File: config.mk
export PLATFORM = sky130hd
export DESIGN_NAME = lcd_spi_serializer_flat
export DESIGN_NICKNAME = d
export VERILOG_FILES = /design/src/rtl/lcd_spi_serializer_if.sv /design/src/rtl/lcd_spi_serializer.sv /design/src/flat_wrapper.sv
export SDC_FILE = /design/constraint.sdc
export NUM_CORES = 1
export LEC_CHECK = 0
export CORE_MARGIN = 2
export CORE_UTILIZATION = 45
export CTS_BUF_LIST = sky130_fd_sc_hd__clkbuf_4 sky130_fd_sc_hd__clkbuf_8
export CTS_CLUSTER_SIZE = 25
export DETAILED_ROUTE_END_ITERATION = 12
export DONT_BUFFER_PORTS = 1
export GPL_TIMING_DRIVEN = 1
export PLACE_DENSITY_LB_ADDON = 0.2
export SLEW_MARGIN = 20
export SYNTH_ARGS = -nofsm -noshare
export SYNTH_HDL_FRONTEND = slang
export SYNTH_SLANG_ARGS = --single-unit
File: constraint.sdc
create_clock -name clock -period 2.6 [get_ports clock]
set_input_delay 0.65 -clock clock [delete_from_list [all_inputs] [get_ports clock]]
set_output_delay 0.65 -clock clock [all_outputs]
set_load 0.03 [all_outputs]
File: src/rtl/lcd_spi_serializer_if.sv
// ============================================================================
// Module      : lcd_spi_serializer_if
// Description : Upstream byte handshake between a display controller and
//               the PCD8544 SPI serializer.
// Revision    : 1.0 - initial release
// ============================================================================
`default_nettype none

interface lcd_spi_serializer_if #(
  parameter int DIV_W = 16
);
  logic [7:0]       data_in;
  logic             command;
  logic             start;
  logic [DIV_W-1:0] div_factor;
  logic             avail;
  logic             busy;

  modport master (
    output data_in, command, start, div_factor,
    input  avail, busy
  );

  modport slave (
    input  data_in, command, start, div_factor,
    output avail, busy
  );
endinterface

`default_nettype wire

File: src/rtl/lcd_spi_serializer.sv
// ============================================================================
// Module      : lcd_spi_serializer
// Description : PCD8544 (Nokia 5110) byte serializer: LCD power-on reset
//               pulse, then MSB-first SPI with sce/dc/sclk sequencing.
//               Define SERIALIZER_SCE_BURST_EN to keep sce low across
//               back-to-back bytes (no inter-byte gap).
// Revision    : 1.0 - initial release
// ============================================================================
`default_nettype none

module lcd_spi_serializer #(
  parameter int RST_CYCLES = 16,
  parameter int DIV_W      = 16
) (
  input  wire logic            clock,
  input  wire logic            Reset,
  lcd_spi_serializer_if.slave  bus,
  output logic                 mosi,
  output logic                 sclk,
  output logic                 sce,
  output logic                 dc,
  output logic                 rst
);

  localparam int c_RST_W = (RST_CYCLES > 1) ? $clog2(RST_CYCLES) : 1;
  localparam logic [c_RST_W-1:0] c_RST_LAST = c_RST_W'(RST_CYCLES - 1);

  localparam logic [1:0] c_ST_LCD_RST = 2'd0;
  localparam logic [1:0] c_ST_IDLE    = 2'd1;
  localparam logic [1:0] c_ST_SHIFT   = 2'd2;
  localparam logic [1:0] c_ST_GAP     = 2'd3;

  logic [1:0]         r_state;
  logic [c_RST_W-1:0] r_rst_cnt;
  logic [DIV_W-1:0]   r_div;
  logic [DIV_W-1:0]   r_div_cnt;
  logic [2:0]         r_bit_cnt;
  logic [6:0]         r_shift;
  logic               r_mosi;
  logic               r_sclk;
  logic               r_sce;
  logic               r_dc;
  logic               r_rst;
  logic               r_avail;

  logic [DIV_W-1:0]   w_div_eff;
  logic               w_div_wrap;
  logic               w_byte_end;
  logic               w_load;

  assign w_div_eff  = (bus.div_factor == '0) ? DIV_W'(1) : bus.div_factor;
  assign w_div_wrap = (r_div_cnt == r_div - DIV_W'(1));
  // The byte completes on the 8th falling sclk toggle.
  assign w_byte_end = (r_state == c_ST_SHIFT) && w_div_wrap && r_sclk && (r_bit_cnt == 3'd7);

`ifdef SERIALIZER_SCE_BURST_EN
  assign w_load = bus.start && ((r_state == c_ST_IDLE) || w_byte_end);
`else
  assign w_load = bus.start && (r_state == c_ST_IDLE);
`endif

  always_ff @(posedge clock or negedge Reset) begin
    if (!Reset) begin
      r_state   <= c_ST_LCD_RST;
      r_rst_cnt <= '0;
      r_div     <= '0;
      r_div_cnt <= '0;
      r_bit_cnt <= '0;
      r_shift   <= '0;
      r_mosi    <= 1'b0;
      r_sclk    <= 1'b0;
      r_sce     <= 1'b1;
      r_dc      <= 1'b0;
      r_rst     <= 1'b0;
      r_avail   <= 1'b0;
    end else begin
      r_avail <= 1'b0;
      case (r_state)
        c_ST_LCD_RST: begin
          if (r_rst_cnt == c_RST_LAST) begin
            r_rst   <= 1'b1;
            r_state <= c_ST_IDLE;
          end else begin
            r_rst_cnt <= r_rst_cnt + c_RST_W'(1);
          end
        end
        c_ST_IDLE: begin
          r_sce  <= 1'b1;
          r_sclk <= 1'b0;
        end
        c_ST_SHIFT: begin
          if (w_div_wrap) begin
            r_div_cnt <= '0;
            r_sclk    <= ~r_sclk;
            if (r_sclk) begin
              r_bit_cnt <= r_bit_cnt + 3'd1;
              if (r_bit_cnt == 3'd7) begin
                r_sce <= 1'b1;
`ifdef SERIALIZER_SCE_BURST_EN
                r_state <= c_ST_IDLE;
`else
                r_state <= c_ST_GAP;
`endif
              end else begin
                r_mosi  <= r_shift[6];
                r_shift <= {r_shift[5:0], 1'b0};
              end
            end
          end else begin
            r_div_cnt <= r_div_cnt + DIV_W'(1);
          end
        end
        c_ST_GAP: begin
          if (w_div_wrap) begin
            r_div_cnt <= '0;
            r_state   <= c_ST_IDLE;
          end else begin
            r_div_cnt <= r_div_cnt + DIV_W'(1);
          end
        end
        default: r_state <= c_ST_LCD_RST;
      endcase

      // A load overrides the end-of-byte / idle assignments above.
      if (w_load) begin
        r_shift   <= bus.data_in[6:0];
        r_mosi    <= bus.data_in[7];
        r_dc      <= bus.command;
        r_div     <= w_div_eff;
        r_div_cnt <= '0;
        r_bit_cnt <= '0;
        r_sclk    <= 1'b0;
        r_sce     <= 1'b0;
        r_avail   <= 1'b1;
        r_state   <= c_ST_SHIFT;
      end
    end
  end

  assign mosi      = r_mosi;
  assign sclk      = r_sclk;
  assign sce       = r_sce;
  assign dc        = r_dc;
  assign rst       = r_rst;
  assign bus.avail = r_avail;
  assign bus.busy  = (r_state != c_ST_IDLE);

endmodule

`default_nettype wire

File: src/flat_wrapper.sv
// flat-port wrapper written by rule: the top's interface ports become plain ports
module lcd_spi_serializer_flat 
#(
  parameter int RST_CYCLES = 16,
  parameter int DIV_W      = 16
)
  (clock, Reset, mosi, sclk, sce, dc, rst, bus_data_in, bus_command, bus_start, bus_div_factor, bus_avail, bus_busy);
  lcd_spi_serializer_if #(.DIV_W(DIV_W)) bus_i ();
  input  wire logic clock;
  input  wire logic Reset;
  output logic mosi;
  output logic sclk;
  output logic sce;
  output logic dc;
  output logic rst;
  input wire logic [$bits(bus_i.data_in)-1:0] bus_data_in;
  input wire logic [$bits(bus_i.command)-1:0] bus_command;
  input wire logic [$bits(bus_i.start)-1:0] bus_start;
  input wire logic [$bits(bus_i.div_factor)-1:0] bus_div_factor;
  output wire logic [$bits(bus_i.avail)-1:0] bus_avail;
  output wire logic [$bits(bus_i.busy)-1:0] bus_busy;
  assign bus_i.data_in = bus_data_in;
  assign bus_i.command = bus_command;
  assign bus_i.start = bus_start;
  assign bus_i.div_factor = bus_div_factor;
  assign bus_avail = bus_i.avail;
  assign bus_busy = bus_i.busy;
  lcd_spi_serializer #(.RST_CYCLES(RST_CYCLES), .DIV_W(DIV_W)) u_core (.clock(clock), .Reset(Reset), .bus(bus_i), .mosi(mosi), .sclk(sclk), .sce(sce), .dc(dc), .rst(rst));
endmodule
==> flow_results.xml, run 1 <==
<?xml version="1.0" encoding="UTF-8"?>
<metrics>
  <group name="run_status">
    <metric name="outcome" unit="">complete, no violations</metric>
  </group>
  <group name="finish">
    <metric name="drive_above_1_share" unit="%">13.69</metric>
    <metric name="regArea" unit="mm2">0.001355</metric>
    <metric name="insertedDiodeCount" unit="">0</metric>
    <metric name="finish.instance_area" unit="mm2">0.003558</metric>
    <metric name="fin_nets" unit="">396</metric>
    <metric name="filler_cell_count" unit="">644</metric>
    <metric name="multi_input_area" unit="mm2">0.001780</metric>
    <metric name="final_core_utilization" unit="%">52.38</metric>
    <metric name="syn_to_final_growth" unit="%">12.28</metric>
  </group>
  <group name="floorplanning">
    <metric name="fp.dieArea" unit="mm2">0.007730</metric>
    <metric name="die_h" unit="um">87.92</metric>
    <metric name="placement_rows" unit="">30</metric>
    <metric name="initial_core_util" unit="%">46.65</metric>
    <metric name="floorplan.core_area" unit="mm2">0.006794</metric>
    <metric name="ios" unit="">35</metric>
    <metric name="dieWidth" unit="um">87.92</metric>
  </group>
  <group name="sta">
    <metric name="period_minus_slack" unit="ns">2.488</metric>
    <metric name="finalClockSkew" unit="ns">0.004927</metric>
    <metric name="achievable-frequency" unit="MHz">401.9</metric>
    <metric name="final.period_utilization" unit="%">95.71</metric>
    <metric name="finalSetupViolations" unit="">0</metric>
    <metric name="pin_slew_with_the_least_headroom_to_its_limit" unit="ns">0.5204</metric>
    <metric name="relSlewSlack" unit="%">65.06</metric>
    <metric name="rsz0062_at_grt" unit="">true</metric>
    <metric name="max_slew_violation_count" unit="">0</metric>
    <metric name="hold_viol" unit="">0</metric>
    <metric name="fin_tns_setup" unit="ns">0</metric>
  </group>
  <group name="worst_setup_path">
    <metric name="path_cells" unit="">xnor2_2, or4_1, a2111o_1, a32oi_2, buf_4, nand4_1, a22oi_2, mux2i_1</metric>
    <metric name="cp-start-kind" unit="">register</metric>
    <metric name="crit_required" unit="ns">2.83</metric>
    <metric name="cp-end-kind" unit="">register</metric>
    <metric name="critical_path_class" unit="">reg2reg</metric>
    <metric name="timing.critical_path.slowest_stage_cell" unit="">sky130_fd_sc_hd__dfrtp_1</metric>
    <metric name="slowest_delay" unit="ns">0.43</metric>
    <metric name="worst_r2r_startpoint" unit="">u_core.r_div_cnt[15]</metric>
    <metric name="worst_setup_path_startpoint" unit="">u_core.r_div_cnt[15]</metric>
    <metric name="worst_ep_arrival_time" unit="ns">2.72</metric>
    <metric name="ff2ff_path_depth" unit="">8</metric>
    <metric name="critPathMaxFanout" unit="">4</metric>
    <metric name="r2r_slack" unit="ns">0.11</metric>
    <metric name="worstReg2RegEnd" unit="">u_core.r_state[0]</metric>
  </group>
  <group name="synthesis">
    <metric name="synth_mux_area_share" unit="%">4.145</metric>
    <metric name="mappedNetlistArea" unit="mm2">0.003169</metric>
    <metric name="postSynthRegisterBits" unit="">54</metric>
    <metric name="ys_async_sr_fraction" unit="%">100.0</metric>
    <metric name="synth-compound-area-share" unit="%">10.26</metric>
    <metric name="synth.yosys.warnings" unit="">0</metric>
    <metric name="post_synth.cell_area_avg" unit="um2">9.240</metric>
    <metric name="gate_count_after_technology_mapping" unit="">343</metric>
    <metric name="synth_xor_area_share" unit="%">10.50</metric>
    <metric name="synth_cell_type_count" unit="">56</metric>
    <metric name="syn-num-nets" unit="">382</metric>
    <metric name="synthSimpleGateAreaFrac" unit="%">24.79</metric>
    <metric name="ys.flop_type" unit="">sky130_fd_sc_hd__dfrtp_1</metric>
    <metric name="synth_adder_area_share" unit="%">4.343</metric>
    <metric name="synth_edf_count" unit="">0</metric>
    <metric name="synth_seq_area_share" unit="%">42.68</metric>
    <metric name="synth_top_family_by_area" unit="">simple AND/OR/NAND/NOR gates</metric>
  </group>
  <group name="global_route">
    <metric name="number_of_global_route_vias_before_repair" unit="">2407</metric>
    <metric name="initial_antenna_violation_count" unit="">0</metric>
    <metric name="grt_overflow" unit="">0</metric>
    <metric name="first_pass_grt_wire_length" unit="mm">11.52</metric>
    <metric name="grtUsageTotal" unit="%">19.07</metric>
    <metric name="pin_count_of_the_biggest_net_entering_global_routing" unit="">55</metric>
  </group>
  <group name="clocking">
    <metric name="post_cts_hold_buffer_count" unit="">0</metric>
    <metric name="tritoncts_clock_tree" unit="">done</metric>
    <metric name="clk_latency" unit="ns">0.31</metric>
    <metric name="bufs_on_longest_clock_path" unit="">2</metric>
    <metric name="cts.sink_count" unit="">54</metric>
    <metric name="clock_tree.root_cell" unit="">sky130_fd_sc_hd__clkbuf_8</metric>
    <metric name="ctsHtreeMaxLevel" unit="">2</metric>
    <metric name="cts_inserted_buffers" unit="">5</metric>
    <metric name="clk_transition_reported_paths" unit="ns">0.09</metric>
  </group>
  <group name="detailed_routing">
    <metric name="route.detailed.wl_per_inst" unit="um">15.32</metric>
    <metric name="per_cell_via_count_in_the_routed_design" unit="">5.509</metric>
    <metric name="detail_route.wirelength" unit="mm">6.956</metric>
    <metric name="drt_first_iter_violations" unit="">145</metric>
    <metric name="antenna_violating_nets_post_route" unit="">0</metric>
    <metric name="route.detailed.drc" unit="">0</metric>
    <metric name="firstDrtPassIters" unit="">4</metric>
    <metric name="vias" unit="">2501</metric>
  </group>
  <group name="placed_design">
    <metric name="placed_inst_area" unit="mm2">0.003367</metric>
    <metric name="placement.io_buffers" unit="">0</metric>
    <metric name="place_hpwl" unit="mm">5.060</metric>
    <metric name="gpl.final_weighted_congestion" unit="">0.9574</metric>
  </group>
  <group name="power_and_ir_drop">
    <metric name="power_per_cell_area" unit="mW/mm2">1067</metric>
    <metric name="vdd_drop_max" unit="uV">564.8</metric>
    <metric name="post-layout-total-power" unit="uW">3798</metric>
    <metric name="p_leak" unit="uW">0.001599</metric>
  </group>
  <group name="run">
    <metric name="cap_viol_max_count" unit="">0</metric>
  </group>
  <group name="hold_path">
    <metric name="worst_hold_check_path_type" unit="">in2async</metric>
  </group>
</metrics>
[cells in the mapped netlist (3+ instances only)]
| master | count | area [um2] |
|---|---|---|
| sky130_fd_sc_hd__nand2_1 | 66 | 247.7 |
| sky130_fd_sc_hd__dfrtp_1 | 53 | 1326 |
| sky130_fd_sc_hd__nor2_1 | 29 | 108.9 |
| sky130_fd_sc_hd__xor2_1 | 23 | 201.4 |
| sky130_fd_sc_hd__xnor2_1 | 15 | 131.4 |
| sky130_fd_sc_hd__nand3_1 | 13 | 65.06 |
| sky130_fd_sc_hd__mux2i_1 | 12 | 120.1 |
| sky130_fd_sc_hd__ha_1 | 11 | 137.6 |
| sky130_fd_sc_hd__inv_1 | 11 | 41.29 |
| sky130_fd_sc_hd__nand4_1 | 10 | 62.56 |
| sky130_fd_sc_hd__clkbuf_1 | 9 | 33.78 |
| sky130_fd_sc_hd__nor4_1 | 7 | 43.79 |
| sky130_fd_sc_hd__o21ai_1 | 7 | 35.03 |
| sky130_fd_sc_hd__a21oi_1 | 6 | 30.03 |
| sky130_fd_sc_hd__o21ai_0 | 6 | 30.03 |
| sky130_fd_sc_hd__and3_1 | 5 | 31.28 |
| sky130_fd_sc_hd__a31oi_1 | 3 | 18.77 |
| sky130_fd_sc_hd__and2_1 | 3 | 18.77 |
| sky130_fd_sc_hd__nand4b_1 | 3 | 26.28 |
| sky130_fd_sc_hd__nor3b_1 | 3 | 22.52 |
| sky130_fd_sc_hd__or3_1 | 3 | 18.77 |
[how the worst max path moves through the flow]
| stage | end | slack (ns) | cells past startpoint |
|---|---|---|---|
| 2_1_floorplan | u_core.r_div_cnt[7] | 0.08 | 10 |
| 3_3_place_gp | u_core.mosi | 0.12 | 8 |
| 3_5_place_dp | u_core.r_state[0] | 0.07 | 11 |
| 4_1_cts | u_core.r_state[0] | 0.04 | 11 |
| 5_1_grt | u_core.r_state[0] | -0.02 | 8 |
| 6_report | u_core.r_state[0] | 0.11 | 8 |
[registers in the layout, summed over array words and instances, names as in the netlist]
| register | flops |
|---|---|
| u_core.r_rst_cnt | 4 |
| u_core.mosi | 1 |
| u_core.sce | 1 |
| u_core.rst | 1 |
| u_core.r_div_cnt | 16 |
| u_core.sclk | 1 |
| u_core.r_state | 2 |
| u_core.r_shift | 7 |
| u_core.bus.avail | 1 |
| u_core.dc | 1 |
| u_core.r_div | 16 |
| u_core.r_bit_cnt | 3 |
[area by class of cell]
class,instances,area share (%)
clock buffers,7,2.532
clock inverters,1,0.1406
inverters,11,1.160
multi-input cells,265,50.04
well taps,96,3.376
repair buffers,20,4.677
flip-flops and latches,54,38.08
[placed cells by master (no fill, tap or decap), types with 2 or more instances in the layout]
master / synthesis / routed
sky130_fd_sc_hd__nor4_2: 1 / 2
sky130_fd_sc_hd__o21ai_0: 6 / 6
sky130_fd_sc_hd__nor4_1: 7 / 6
sky130_fd_sc_hd__ha_1: 11 / 10
sky130_fd_sc_hd__xnor2_1: 15 / 14
sky130_fd_sc_hd__nor3b_1: 3 / 2
sky130_fd_sc_hd__a41o_1: 2 / 2
sky130_fd_sc_hd__or3_1: 3 / 3
sky130_fd_sc_hd__a21oi_1: 6 / 6
sky130_fd_sc_hd__and4_1: 2 / 2
sky130_fd_sc_hd__xor2_1: 23 / 23
sky130_fd_sc_hd__a311oi_1: 2 / 2
sky130_fd_sc_hd__nand4b_1: 3 / 3
sky130_fd_sc_hd__mux2i_1: 12 / 12
sky130_fd_sc_hd__buf_4: 1 / 18
sky130_fd_sc_hd__o21ai_2: 2 / 2
sky130_fd_sc_hd__and3_1: 5 / 5
sky130_fd_sc_hd__a31oi_1: 3 / 3
sky130_fd_sc_hd__nor3_1: 2 / 2
sky130_fd_sc_hd__nand4_1: 10 / 10
sky130_fd_sc_hd__a2bb2oi_1: 2 / 2
sky130_fd_sc_hd__clkbuf_8: 0 / 6
sky130_fd_sc_hd__and2_1: 3 / 3
sky130_fd_sc_hd__nor2_1: 29 / 29
sky130_fd_sc_hd__nand2_1: 66 / 66
sky130_fd_sc_hd__dfrtp_1: 53 / 51
sky130_fd_sc_hd__inv_1: 11 / 9
sky130_fd_sc_hd__nand3_1: 13 / 13
sky130_fd_sc_hd__nand2b_1: 2 / 2
sky130_fd_sc_hd__inv_2: 0 / 2
sky130_fd_sc_hd__or4_1: 2 / 2
sky130_fd_sc_hd__o21ai_1: 7 / 7
sky130_fd_sc_hd__o211ai_1: 2 / 2
sky130_fd_sc_hd__dfrtp_2: 0 / 2
[layer usage]
layer  up-vias  routed length [um]  GRT usage [%]
li1       1225                   -              -
met1      1233                3305          25.85
met2        36                3353          31.68
met3         7                 214          3.487
met4         0                  82          4.895
met5         -                   0              0
[through the flow]
stage / worst slack [ns] / cells / hold slack, ns
2_1_floorplan: 0.08467 / 343 / 0.3544
3_3_place_gp: 0.1158 / 443 / 0.3566
3_5_place_dp: 0.06503 / 443 / 0.3569
4_1_cts: 0.04124 / 451 / 0.01935
5_1_grt: -0.01679 / 454 / 0.01083
6_report: 0.1115 / 454 / 0.02283
[where the power goes]
group          switching [uW]  total, uW  leakage (uW)  internal [uW]
logic                     954       1730      0.000861            781
clock network             273        499     0.0000517            226
registers                 440       1570      0.000687           1130
total                    1670       3800       0.00160           2130
[critical path, delay by kind of cell, from the launching register on]
family | cells | cell delay, ns
xor gates and xnor gates | 1 | 0.18
DFF | 1 | 0.43
AOI/OAI and AO/OA | 3 | 0.90
buffers and inverters | 1 | 0.15
muxes | 1 | 0.22
and+or+nand+nor | 2 | 0.53
[kinds of logic (layout without fill, tap and decap cells)]
| group | after synthesis | after routing |
|---|---|---|
| AND/OR/NAND/NOR | 157 | 157 |
| XOR/XNOR | 38 | 38 |
| AO/OA/AOI/OAI | 46 | 46 |
| multiplexers | 13 | 13 |
| flip-flops | 54 | 54 |
| adder cells (fa/ha/maj) | 11 | 11 |
| buffers and inverters | 24 | 39 |
[timing repair]
action / in CTS / in global routing
hold endpoints to repair: 0 / 0
setup buffers: 0 / 4
setup endpoints to repair: 0 / 27
gates resized for setup: 0 / 15
(Power assumes the default switching activity.)
==> run 2: changes to the inputs <==
==> constraint.sdc (replaced) <==
create_clock -name clock -period 2.2 [get_ports clock]
set_input_delay 0.55 -clock clock [delete_from_list [all_inputs] [get_ports clock]]
set_output_delay 0.55 -clock clock [all_outputs]
set_load 0.03 [all_outputs]
==> run 2 against run 1 <==
  * The run now ends with setup timing left
  * First-iteration DRC count decreased by 41%
  * Utilization increased by 6.0 points
  * Critical path type unchanged
  * Worst setup slack got worse by 0.39 ns
  * Sequential cell count unchanged
  * Fmax increased by 0.44%
  * Final area increased by 11%
==> flow_results.xml, run 2 (synthesis results as in run 1) <==
<?xml version="1.0" encoding="UTF-8"?>
<metrics>
  <group name="placed_design">
    <metric name="place_hpwl" unit="mm">5.386</metric>
    <metric name="pre_cts_ws" unit="ns">-0.3198</metric>
    <metric name="placement.io_buffers" unit="">0</metric>
    <metric name="gpl.final_weighted_congestion" unit="">0.8290</metric>
    <metric name="placed_inst_area" unit="mm2">0.003682</metric>
  </group>
  <group name="worst_setup_path">
    <metric name="critical_path_class" unit="">reg2reg</metric>
    <metric name="cp-end-kind" unit="">register</metric>
    <metric name="slowest_delay" unit="ns">0.44</metric>
    <metric name="path_cells" unit="">inv_2, ha_4, buf_6, nor3b_4, xnor2_2, o2111ai_4, nor4_4, and4_4, mux2i_2, o21ai_1</metric>
    <metric name="critical_path.top_delay_family" unit="">simple AND/OR/NAND/NOR gates</metric>
    <metric name="cp-start-kind" unit="">register</metric>
    <metric name="critical_path_depth" unit="">10</metric>
    <metric name="ff2ff_path_depth" unit="">10</metric>
    <metric name="timing.critical_path.slowest_stage_cell" unit="">sky130_fd_sc_hd__dfrtp_1</metric>
    <metric name="critPathMaxFanout" unit="">8</metric>
    <metric name="crit_required" unit="ns">2.40</metric>
    <metric name="worst_ep_arrival_time" unit="ns">2.67</metric>
    <metric name="r2r_slack" unit="ns">-0.28</metric>
    <metric name="path_buf_inv" unit="">2</metric>
  </group>
  <group name="finish">
    <metric name="regArea" unit="mm2">0.001354</metric>
    <metric name="final_core_utilization" unit="%">58.34</metric>
    <metric name="top_regs" unit="">u_core.r_div: 16 flops, u_core.r_div_cnt: 16 flops, u_core.r_shift: 7 flops</metric>
    <metric name="fin_nets" unit="">436</metric>
    <metric name="insertedDiodeCount" unit="">0</metric>
    <metric name="layout_common_cells" unit="">sky130_fd_sc_hd__nand2_1 (66), sky130_fd_sc_hd__buf_4 (55), sky130_fd_sc_hd__dfrtp_1 (52)</metric>
    <metric name="finish.instance_area" unit="mm2">0.003964</metric>
    <metric name="multi_input_area" unit="mm2">0.001856</metric>
    <metric name="filler_cell_count" unit="">595</metric>
    <metric name="drive_above_1_share" unit="%">24.62</metric>
    <metric name="syn_to_final_growth" unit="%">25.07</metric>
    <metric name="layout.cells.most_common" unit="">sky130_fd_sc_hd__nand2_1</metric>
  </group>
  <group name="clocking">
    <metric name="tritoncts_clock_tree" unit="">done</metric>
    <metric name="bufs_on_longest_clock_path" unit="">2</metric>
    <metric name="clk_transition_reported_paths" unit="ns">0.10</metric>
    <metric name="clk_latency" unit="ns">0.31</metric>
    <metric name="cts_inserted_buffers" unit="">5</metric>
    <metric name="ctsHtreeMaxLevel" unit="">2</metric>
    <metric name="clock_tree.root_cell" unit="">sky130_fd_sc_hd__clkbuf_8</metric>
    <metric name="cts.sink_count" unit="">54</metric>
  </group>
  <group name="sta">
    <metric name="relSlewSlack" unit="%">71.58</metric>
    <metric name="hold_viol" unit="">0</metric>
    <metric name="rsz0062_at_grt" unit="">true</metric>
    <metric name="pin_slew_with_the_least_headroom_to_its_limit" unit="ns">0.4210</metric>
    <metric name="timing.final.ws_setup" unit="ns">-0.2775</metric>
    <metric name="period_minus_slack" unit="ns">2.477</metric>
    <metric name="final.period_utilization" unit="%">112.6</metric>
    <metric name="achievable-frequency" unit="MHz">403.6</metric>
    <metric name="finalClockSkew" unit="ns">0.009112</metric>
    <metric name="finalSetupViolations" unit="">31</metric>
    <metric name="max_slew_violation_count" unit="">0</metric>
  </group>
  <group name="global_route">
    <metric name="global_route.usage.met3" unit="%">2.828</metric>
    <metric name="grtUsageTotal" unit="%">20.56</metric>
    <metric name="first_pass_grt_wire_length" unit="mm">12.38</metric>
    <metric name="met2_usage" unit="%">35.88</metric>
    <metric name="number_of_global_route_vias_before_repair" unit="">2632</metric>
    <metric name="grt-busiest-layer" unit="">met2</metric>
    <metric name="initial_antenna_violation_count" unit="">0</metric>
    <metric name="pin_count_of_the_biggest_net_entering_global_routing" unit="">54</metric>
    <metric name="grt_overflow" unit="">0</metric>
    <metric name="met1_usage" unit="%">27.57</metric>
  </group>
  <group name="detailed_routing">
    <metric name="antenna_violating_nets_post_route" unit="">0</metric>
    <metric name="route.detailed.wl_per_inst" unit="um">14.94</metric>
    <metric name="detail_route.wirelength" unit="mm">7.379</metric>
    <metric name="drt_first_iter_violations" unit="">85</metric>
    <metric name="vias" unit="">2629</metric>
    <metric name="firstDrtPassIters" unit="">4</metric>
    <metric name="per_cell_via_count_in_the_routed_design" unit="">5.322</metric>
    <metric name="route.detailed.drc" unit="">0</metric>
  </group>
  <group name="power_and_ir_drop">
    <metric name="power.clock.fraction" unit="%">11.6</metric>
    <metric name="p_leak" unit="uW">0.001815</metric>
    <metric name="internal_power" unit="uW">2957</metric>
    <metric name="net-switching-power" unit="uW">2165</metric>
    <metric name="swShare" unit="%">42.27</metric>
    <metric name="power.sequential.fraction" unit="%">33.8</metric>
    <metric name="comb_power_share" unit="%">54.5</metric>
    <metric name="power_per_cell_area" unit="mW/mm2">1292</metric>
    <metric name="vdd_drop_max" unit="uV">674.7</metric>
  </group>
  <group name="hold_path">
    <metric name="worst_hold_check_path_type" unit="">in2async</metric>
  </group>
  <group name="run">
    <metric name="cap_viol_max_count" unit="">0</metric>
  </group>
  <group name="floorplanning">
    <metric name="die_h" unit="um">87.92</metric>
    <metric name="ios" unit="">35</metric>
    <metric name="placement_rows" unit="">30</metric>
    <metric name="fp.dieArea" unit="mm2">0.007730</metric>
    <metric name="dieWidth" unit="um">87.92</metric>
    <metric name="floorplan.core_area" unit="mm2">0.006794</metric>
    <metric name="initial_core_util" unit="%">46.65</metric>
  </group>
  <group name="run_status">
    <metric name="failing_checks" unit="">setup timing</metric>
    <metric name="outcome" unit="">finished, violations left</metric>
  </group>
</metrics>
[run 2: cell count changes in the layout (fill, tap and decap cells not counted), sizes merged]
cell,delta
buf,+40
clkbuf,-1
clkinv,-1
clkinvlp,+1
inv,+1
[run 2: repair_timing]
action                                 CTS  global route
buffers inserted                         3             2
pin swaps                               11            11
setup endpoints to repair               31            31
hold buffers                             1             0
endpoints found under the hold margin   53             0
cloned                                   0             0
gates resized for setup                 20            10
[run 2: layer usage]
layer / up-vias / part of all wire [%]
met5: - / 0
met4: 0 / 1.4
met3: 11 / 3.1
met2: 46 / 50
met1: 1270 / 46
li1: 1302 / -
[run 2: worst paths after layout]
check                                    start                  end
min                                      Reset           u_core.sce
min reg2reg                u_core.r_rst_cnt[0]  u_core.r_rst_cnt[0]
max                            u_core.r_div[1]          u_core.mosi
max in group asynchronous                Reset  u_core.r_div_cnt[9]
max reg2reg                    u_core.r_div[1]          u_core.mosi
min in group clock           bus_div_factor[6]      u_core.r_div[6]
[run 2: power by group through the flow]
stage               Combinational, uW  Sequential, uW  Clock, uW
global route                     3080            1780        649
global placement                 2400            1720          0
floorplan                        1480            1710          0
finish                           2790            1730        596
detailed placement               2440            1730          0
CTS                              2690            1730        613
[run 2: metrics by stage]
stage,setup TNS [ns],hold WS (ns),total power [uW],std cells
floorplan,-2.812,0.2544,3192,343
global placement,-5.882,0.2553,4114,481
detailed placement,-7.317,0.2552,4174,481
CTS,-6.270,0.06025,5028,492
global route,-12.28,0.05400,5515,494
finish,-6.503,0.06925,5122,494
[run 2: final cells by class]
type	count	area share (%)
Sequential cell	54	34.15
Clock inverter	2	0.4104
Clock buffer	6	2.083
Tap cell	96	3.030
Inverter	11	1.042
Timing Repair Buffer	60	12.47
Multi-Input combinational cell	265	46.81
==> run 3: changes to the inputs <==
--- a/config.mk
+++ b/config.mk
@@ -13,6 +13,7 @@
 export DONT_BUFFER_PORTS = 1
 export GPL_TIMING_DRIVEN = 1
 export PLACE_DENSITY_LB_ADDON = 0.2
+export SKIP_CTS_REPAIR_TIMING = 1
 export SLEW_MARGIN = 20
 export SYNTH_ARGS = -nofsm -noshare
 export SYNTH_HDL_FRONTEND = slang
==> run 3 against run 2 <==
  * The flow still finishes with violations (setup timing)
  * Combinational power shrank 5%
  * Sequential power is essentially flat
  * Via count decreased by 0.95%
  * Hold slack got worse by 0.0030 ns
  * Register-to-register slack about the same
  * Critical endpoint unchanged
  * Largest cell class unchanged
  * Largest power group unchanged
  * Highest routed layer unchanged
==> flow_results.xml, run 3 (synthesis results as in run 1) <==
<?xml version="1.0" encoding="UTF-8"?>
<metrics>
  <group name="floorplanning">
    <metric name="dieWidth" unit="um">87.92</metric>
    <metric name="fp.dieArea" unit="mm2">0.007730</metric>
    <metric name="die_h" unit="um">87.92</metric>
    <metric name="placement_rows" unit="">30</metric>
    <metric name="floorplan.core_area" unit="mm2">0.006794</metric>
    <metric name="initial_core_util" unit="%">46.65</metric>
    <metric name="ios" unit="">35</metric>
  </group>
  <group name="placed_design">
    <metric name="placement.io_buffers" unit="">0</metric>
    <metric name="gpl.final_weighted_congestion" unit="">0.8290</metric>
    <metric name="post-place-cells" unit="">481</metric>
    <metric name="place_hpwl" unit="mm">5.386</metric>
  </group>
  <group name="global_route">
    <metric name="met2_usage" unit="%">33.68</metric>
    <metric name="met1_usage" unit="%">27.36</metric>
    <metric name="number_of_global_route_vias_before_repair" unit="">2574</metric>
    <metric name="global_route.usage.met3" unit="%">2.828</metric>
    <metric name="pin_count_of_the_biggest_net_entering_global_routing" unit="">55</metric>
    <metric name="initial_antenna_violation_count" unit="">0</metric>
    <metric name="grt-busiest-layer" unit="">met2</metric>
    <metric name="first_pass_grt_wire_length" unit="mm">12.05</metric>
    <metric name="grtUsageTotal" unit="%">19.86</metric>
    <metric name="grt_overflow" unit="">0</metric>
  </group>
  <group name="finish">
    <metric name="fin_nets" unit="">435</metric>
    <metric name="final_cell_count_no_fill" unit="">493</metric>
    <metric name="top_regs" unit="">u_core.r_div: 16 flops, u_core.r_div_cnt: 16 flops, u_core.r_shift: 7 flops</metric>
    <metric name="drive_above_1_share" unit="%">22.42</metric>
    <metric name="layout_common_cells" unit="">sky130_fd_sc_hd__nand2_1 (66), sky130_fd_sc_hd__buf_4 (55), sky130_fd_sc_hd__dfrtp_1 (53)</metric>
    <metric name="insertedDiodeCount" unit="">0</metric>
    <metric name="layout.cells.most_common" unit="">sky130_fd_sc_hd__nand2_1</metric>
    <metric name="syn_to_final_growth" unit="%">23.10</metric>
  </group>
  <group name="sta">
    <metric name="whs" unit="ns">0.06625</metric>
    <metric name="achievable-frequency" unit="MHz">404.8</metric>
    <metric name="rsz0062_at_grt" unit="">true</metric>
    <metric name="relSlewSlack" unit="%">71.54</metric>
    <metric name="hold_viol" unit="">0</metric>
    <metric name="finalClockSkew" unit="ns">0.01041</metric>
    <metric name="timing.final.ws_setup" unit="ns">-0.2704</metric>
    <metric name="finalSetupViolations" unit="">31</metric>
    <metric name="final.period_utilization" unit="%">112.3</metric>
    <metric name="pin_slew_with_the_least_headroom_to_its_limit" unit="ns">0.4215</metric>
    <metric name="max_slew_violation_count" unit="">0</metric>
    <metric name="period_minus_slack" unit="ns">2.470</metric>
    <metric name="fin_tns_setup" unit="ns">-5.977</metric>
  </group>
  <group name="detailed_routing">
    <metric name="detail_route.wirelength" unit="mm">7.302</metric>
    <metric name="firstDrtPassIters" unit="">6</metric>
    <metric name="drt_first_iter_violations" unit="">68</metric>
    <metric name="antenna_violating_nets_post_route" unit="">0</metric>
    <metric name="route.detailed.wl_per_inst" unit="um">14.81</metric>
    <metric name="vias" unit="">2604</metric>
    <metric name="per_cell_via_count_in_the_routed_design" unit="">5.282</metric>
    <metric name="route.detailed.drc" unit="">0</metric>
  </group>
  <group name="worst_setup_path">
    <metric name="endpoint_of_the_worst_setup_timing_path" unit="">u_core.mosi</metric>
    <metric name="worst_r2r_startpoint" unit="">u_core.r_div[5]</metric>
    <metric name="critPathMaxFanout" unit="">8</metric>
    <metric name="worst_setup_path_startpoint" unit="">u_core.r_div[5]</metric>
    <metric name="r2r_slack" unit="ns">-0.27</metric>
    <metric name="worst_ep_arrival_time" unit="ns">2.66</metric>
    <metric name="critical_path_class" unit="">reg2reg</metric>
    <metric name="ff2ff_path_depth" unit="">10</metric>
    <metric name="cp-start-kind" unit="">register</metric>
    <metric name="worstReg2RegEnd" unit="">u_core.mosi</metric>
    <metric name="cp-end-kind" unit="">register</metric>
    <metric name="crit_required" unit="ns">2.39</metric>
  </group>
  <group name="power_and_ir_drop">
    <metric name="vdd_drop_max" unit="uV">650.1</metric>
    <metric name="p_leak" unit="uW">0.001808</metric>
    <metric name="power_per_cell_area" unit="mW/mm2">1273</metric>
  </group>
  <group name="clocking">
    <metric name="cts.sink_count" unit="">54</metric>
    <metric name="cts_inserted_buffers" unit="">5</metric>
    <metric name="clk_transition_reported_paths" unit="ns">0.10</metric>
    <metric name="bufs_on_longest_clock_path" unit="">2</metric>
    <metric name="ctsHtreeMaxLevel" unit="">2</metric>
    <metric name="tritoncts_clock_tree" unit="">done</metric>
    <metric name="clk_latency" unit="ns">0.31</metric>
    <metric name="clock_tree.root_cell" unit="">sky130_fd_sc_hd__clkbuf_8</metric>
  </group>
  <group name="run">
    <metric name="cap_viol_max_count" unit="">0</metric>
  </group>
  <group name="run_status">
    <metric name="outcome" unit="">finished, violations left</metric>
    <metric name="failing_checks" unit="">setup timing</metric>
  </group>
  <group name="hold_path">
    <metric name="worst_hold_check_path_type" unit="">in2async</metric>
  </group>
</metrics>
==> run 3: cell count changes in the layout (fill, tap and decap cells not counted), sizes merged <==
cell | previous run | this run
buf | 60 | 59
==> run 3: worst min-delay path by stage <==
stage          slack [ns]               end
2_1_floorplan        0.25  u_core.bus.avail
3_3_place_gp         0.26  u_core.r_div[11]
3_5_place_dp         0.26  u_core.r_div[14]
4_1_cts             -0.09  u_core.r_div[14]
5_1_grt              0.05        u_core.sce
6_report             0.07        u_core.sce
==> run 3: routing by layer <==
layer	routed length [um]	share of wire [%]	vias up
met4	73	1.0	0
met3	244	3.3	7
met1	3374	46	1256
met5	0	0	-
met2	3610	49	40
li1	-	-	1301
==> run 3: worst max-delay path, stage by stage (launching register included) <==
cell and delay, ns:
sky130_fd_sc_hd__dfrtp_1 0.43, sky130_fd_sc_hd__buf_4 0.16, sky130_fd_sc_hd__nor4b_4 0.38, sky130_fd_sc_hd__buf_4 0.18
sky130_fd_sc_hd__nand3_1 0.09, sky130_fd_sc_hd__a22o_1 0.22, sky130_fd_sc_hd__o21ai_2 0.19, sky130_fd_sc_hd__and4_4 0.27
sky130_fd_sc_hd__buf_12 0.13, sky130_fd_sc_hd__mux2i_2 0.22, sky130_fd_sc_hd__o21ai_1 0.08
==> run 3: cell type report <==
type	count	area, um2
multi-input cells	265	1797
inverters	11	41.29
flip-flops and latches	54	1353
fillers	606	2893
clock inverters	2	16.27
repair buffers	59	491.7
well taps	96	120.1
clock buffers	6	82.58
==> run 3: power breakdown <==
group          switching [uW]  internal [uW]
clock network             338            260
logic                    1350           1290
registers                 394           1330
==> run 3: metrics by stage <==
stage	total power, uW	util [%]	setup WS [ns]	cell area (um2)
floorplan	3192	-	-0.1625	3197
global placement	4114	54.20	-0.2428	3682
detailed placement	4174	54.20	-0.3198	3682
CTS	4779	55.65	-0.3430	3781
global route	5349	57.42	-0.4595	3901
finish	4965	57.42	-0.2704	3901
==> RTL change 1: new RTL, settings of run 2 <==
`RST_CYCLES` is set to 16 in 2 places; all go to 32.
--- a/src/rtl/lcd_spi_serializer.sv
+++ b/src/rtl/lcd_spi_serializer.sv
@@ -9,7 +9,7 @@
 `default_nettype none
 
 module lcd_spi_serializer #(
-  parameter int RST_CYCLES = 16,
+  parameter int RST_CYCLES = 32,
   parameter int DIV_W      = 16
 ) (
   input  wire logic            clock,
--- a/src/flat_wrapper.sv
+++ b/src/flat_wrapper.sv
@@ -1,7 +1,7 @@
 // flat-port wrapper written by rule: the top's interface ports become plain ports
 module lcd_spi_serializer_flat 
 #(
-  parameter int RST_CYCLES = 16,
+  parameter int RST_CYCLES = 32,
   parameter int DIV_W      = 16
 )
   (clock, Reset, mosi, sclk, sce, dc, rst, bus_data_in, bus_command, bus_start, bus_div_factor, bus_avail, bus_busy);
Function: same outputs for any inputs over 10 cycles, from zero or initial values and one cycle with Reset low; that may be too few to reach the edited logic, so the function may still have changed.
==> RTL change 1 against run 2 <==
The flow still finishes with violations (setup timing). Final cell count rose by 7.1%. Wire length rose by 11%. Power rose by 7.4%. Sequential cell count rose by 1. Count of clock-buffer cells in the layout fell by 1. Synthesized area rose by 3.6%. Critical path depth fell by 1. Non-clock buffer count rose by 11. Cell area rose by 8.9%. Clock power fell by 3%. Worst setup slack got worse by 0.20 ns.
==> RTL change 1: results (changes against run 2) <==
- Outcome: finished, violations left (unchanged)
- Violated checks: setup timing (unchanged)
- FF-to-FF Start: u_core.r_div[4] (was u_core.r_div[1])
- Final WS setup: -0.4815 ns (was -0.2775 ns)
- Post-detail-place hpwl: 5597 um (was 5386 um)
- GP Congestion: 0.8217 (was 0.8290)
- DP Area: 3826 sq um (was 3682 sq um)
- Layout cell share with drive strength beyond 1: 0.3070 (was 0.2462)
- CP endpoint: u_core.r_div_cnt[0] (was u_core.mosi)
- Reg2Reg Depth: 9 (was 10)
- Routed length per instance: 15.48 um (was 14.94 um)
- Num CTS Buffers: 5 (unchanged)
- Setup_tns: -11.85 ns (was -6.503 ns)
- Clock tree buffer depth: 2 (unchanged)
- Top post-synthesis cells by count: nand2_1, dfrtp_1, nor2_1 (unchanged)
- Mapped Nets: 405 (was 382)
- Max FO, Critical Path: 6 (was 8)
- Worst vdd rail ir drop: 0.8143 mV (was 0.6747 mV)
- DR iter-0 viols: 139 (was 85)
- Max cap viols: 0 (unchanged)
- Slowest-stage cell, CP: dfrtp_2 (was dfrtp_1)
- WL final: 8190 um (was 7379 um)
- First-pass GRT wire length: 12980 um (was 12380 um)
- Cell Count Post-Placement: 506 (was 481)
- Yosys cell types: 50 (was 56)
- Clk_lat worst skew: 0.31 ns (about the same)
- Worst EP arrival: 2.89 ns (was 2.67 ns)
- Leakage dissipation: 0.002084 uW (was 0.001815 uW)
- Worst r2r dst: u_core.r_div_cnt[0] (was u_core.mosi)
- Slew @ Worst Pin: 0.5561 ns (was 0.4210 ns)
- # nets final: 469 (was 436)
- Largest net degree at the start of global routing: 55 (was 54)
- Sequential area share after synthesis: 0.4196 (was 0.4268)
- DP Worst Slack: -0.7140 ns (was -0.3198 ns)
- Crit path kind: flip-flop to flip-flop (unchanged)
- Final setup vio count: 31 (unchanged)
- Fin Clk Skew: 0.01223 ns (was 0.009112 ns)
- Main synth FF type: dfrtp_1 (unchanged)
- Mapped Cells: 365 (was 343)
- Top post-synthesis cells by area: dfrtp_1, nand2_1, ha_1 (was dfrtp_1, nand2_1, xor2_1)
- Number of global-route vias before repair: 2731 (was 2632)
- Max incr delay on CP: 0.47 ns (was 0.44 ns)
- Via count: 2830 (was 2629)
- H-Tree Depth: 2 (unchanged)
- GRT Overall Usage: 0.2115 (was 0.2056)
==> RTL change 1: cell families (layout without fill, tap and decap cells) <==
family | Yosys count | count (layout) | synth area share
AO/OA/AOI/OAI | 57 | 58 | 0.1261
flip-flops | 55 | 55 | 0.4196
adder cells (fa/ha/maj) | 12 | 12 | 0.04573
multiplexers | 16 | 16 | 0.05031
XOR/XNOR | 27 | 27 | 0.07203
buffers and inverters | 22 | 86 | 0.02820
AND/OR/NAND/NOR | 176 | 176 | 0.2580
==> RTL change 1: final cells by class <==
| class | count | area, sq um |
|---|---|---|
| clock buffers | 5 | 68.82 |
| clock inverters | 3 | 25.02 |
| fillers | 630 | 2858 |
| inverters | 7 | 26.28 |
| multi-input cells | 289 | 2115 |
| flip-flops and latches | 55 | 1380 |
| well taps | 99 | 123.9 |
| repair buffers | 71 | 579.3 |
==> RTL change 1: worst min path at each step <==
stage,startpoint,to,slack (ns),cells past startpoint
after CTS,Reset,u_core.sce,0.07,0
after global placement,Reset,u_core.r_div_cnt[6],0.26,0
after global routing,Reset,u_core.sce,0.06,0
after floorplan,Reset,u_core.bus.avail,0.25,0
after detailed placement,Reset,u_core.r_div_cnt[6],0.26,0
final,Reset,u_core.r_div_cnt[6],0.07,1
==> RTL change 1: power breakdown <==
group          switching, uW  total, uW  internal [uW]
logic                   1630       3170           1540
clock network            353        581            229
registers                386       1750           1360
==> RTL change 1: timing repair <==
action                     CTS  global route
gates cloned                 1             0
hold buffers                 1             0
gates resized for setup     31            23
setup endpoints to repair   31            31
setup buffers               11             3
hold endpoints to repair    54             0
pin swaps                   26            15
==> RTL change 1: layer usage <==
layer  global-route usage  vias up  share of wire
met1               0.2883     1362           0.47
li1                     -     1415              -
met5                    0        -              0
met3              0.03139       13          0.024
met4              0.07463        0          0.024
met2               0.3434       40           0.48
==> RTL change 2: new RTL, flow settings as in run 2 <==
Made on the original files. Make the reset (`Reset`) synchronous in one clocked block.
--- a/src/rtl/lcd_spi_serializer.sv
+++ b/src/rtl/lcd_spi_serializer.sv
@@ -59,7 +59,7 @@
   assign w_load = bus.start && (r_state == c_ST_IDLE);
 `endif
 
-  always_ff @(posedge clock or negedge Reset) begin
+  always_ff @(posedge clock) begin
     if (!Reset) begin
       r_state   <= c_ST_LCD_RST;
       r_rst_cnt <= '0;
Check against the original RTL: same outputs for any inputs over 10 cycles, from zero or initial values and one cycle with Reset low; that may be too few to reach the edited logic, so the function may still have changed.
==> RTL change 2 against run 2 <==
The flow still finishes with violations (setup timing). Synthesized cell count is 5.5% higher. Die area is 5.3% lower. Worst setup slack worse by 0.22 ns. Hold slack better by 0.28 ns. Critical path depth is 1 higher. Cell area is 7.4% lower. Synthesized area is 5.5% lower. Sequential cell count stayed put. Clock skew is 0.0029 ns lower. Power is 36% lower. Wire length is 6.2% lower. Combinational power is 48% lower. Critical path type unchanged.
==> RTL change 2: results (changes against run 2) <==
- Outcome: finished, violations left (unchanged)
- Violated checks: setup timing (unchanged)
- First-pass GRT wire length: 11940 um (was 12380 um)
- GP Congestion: 0.8045 (was 0.8290)
- Sequential area share after synthesis: 0.3611 (was 0.4268)
- Grt met2 use: 0.3445 (was 0.3588)
- Worst EP arrival: 2.94 ns (was 2.67 ns)
- CP endpoint: u_core.r_state[0] (was u_core.mosi)
- Yosys cell types: 52 (was 56)
- DP Area: 3466 sq um (was 3682 sq um)
- M3 GR Usage: 0.03561 (was 0.02828)
- DR iter-0 viols: 60 (was 85)
- Met1 GRT Util: 0.2579 (was 0.2757)
- Mapped Nets: 402 (was 382)
- Min-Delay Path Class: primary input to flip-flop (was primary input to asynchronous set/reset pin)
- Largest net degree at the start of global routing: 40 (was 54)
- Final setup vio count: 31 (unchanged)
- Via count: 2684 (was 2629)
- Number of global-route vias before repair: 2586 (was 2632)
- Leakage dissipation: 0.001472 uW (was 0.001815 uW)
- DP Worst Slack: -0.5397 ns (was -0.3198 ns)
- Top post-synthesis cells by count: dfxtp_1, nand2_1, nor2_1 (was nand2_1, dfrtp_1, nor2_1)
- Max FO, Critical Path: 5 (was 8)
- Synth warn: 0 (unchanged)
- Cell Count Post-Placement: 475 (was 481)
- Reg2Reg Depth: 11 (was 10)
- Setup_tns: -13.70 ns (was -6.503 ns)
- Main synth FF type: dfxtp_1 (was dfrtp_1)
- Relative slew slack: 0.5159 (was 0.7158)
- Asr flop ratio synth: 0 (was 1.000)
- Post-Syn Area per Cell: 8.271 sq um (was 9.240 sq um)
- Vias/cell: 5.500 (was 5.322)
- Crit path from: u_core.r_div[1] (unchanged)
- WHS: 0.3469 ns (was 0.06925 ns)
- Final WS setup: -0.5012 ns (was -0.2775 ns)
- Hold path start: bus_data_in[0]
- Routed length per instance: 14.18 um (was 14.94 um)
- Post-detail-place hpwl: 5291 um (was 5386 um)
- # nets final: 450 (was 436)
- Layout cell share with drive strength beyond 1: 0.2238 (was 0.2462)
- Worst vdd rail ir drop: 0.5583 mV (was 0.6747 mV)
- Top post-synthesis cells by area: dfxtp_1, nand2_1, xor2_1 (was dfrtp_1, nand2_1, xor2_1)
- Psw: 1174 uW (was 2165 uW)
==> RTL change 2: layout make-up <==
class,count,area (sq um)
clock buffer,5,68.82
clock inverter,3,25.02
fill,596,2715
inverter,11,41.29
multi-input combinational,280,1878
sequential,54,1086
tap,77,96.34
timing repair buffer,58,475.5
==> RTL change 2: critical path: stages (launching register included) <==
cell and delay [ns]:
dfxtp_2 0.38, inv_2 0.05, ha_4 0.15, buf_6 0.11, xnor2_2 0.13, xnor2_1 0.12
nor4_1 0.23, nand4_1 0.18, or3_4 0.40, or3_4 0.38, a2111o_1 0.37, a21oi_1 0.12
==> RTL change 2: power groups by stage <==
stage	Clock [uW]	Combinational [uW]	Sequential, uW
2_1_floorplan	0	926	1240
3_3_place_gp	0	1310	1250
3_5_place_dp	0	1330	1250
4_1_cts	593	1440	1230
5_1_grt	629	1600	1250
6_report	574	1450	1230
==> RTL change 2: kinds of logic (layout without fill, tap and decap cells) <==
| logic type | after synthesis | count (layout) | share of synthesized area |
|---|---|---|---|
| compound gates | 69 | 69 | 0.1555 |
| xor+xnor | 35 | 35 | 0.1024 |
| fa+ha+maj | 12 | 12 | 0.05014 |
| buf+inv | 28 | 77 | 0.03886 |
| flops | 54 | 54 | 0.3611 |
| mux | 11 | 11 | 0.03678 |
| simple gates | 153 | 153 | 0.2553 |
==> RTL change 2: repair_timing <==
action                                  in CTS  in global routing
resized for setup                            9                  3
pin swaps                                    9                  4
endpoints found under the setup margin      31                 31
gates cloned                                 1                  0
hold buffers                                 0                  0
buffers inserted                             4                  0
==> RTL change 2: layer usage <==
metal | share of wire | vias to the layer above
met3 | 0.034 | 9
met1 | 0.46 | 1267
met2 | 0.49 | 38
met4 | 0.015 | 0
met5 | 0 | -
li1 | - | 1370
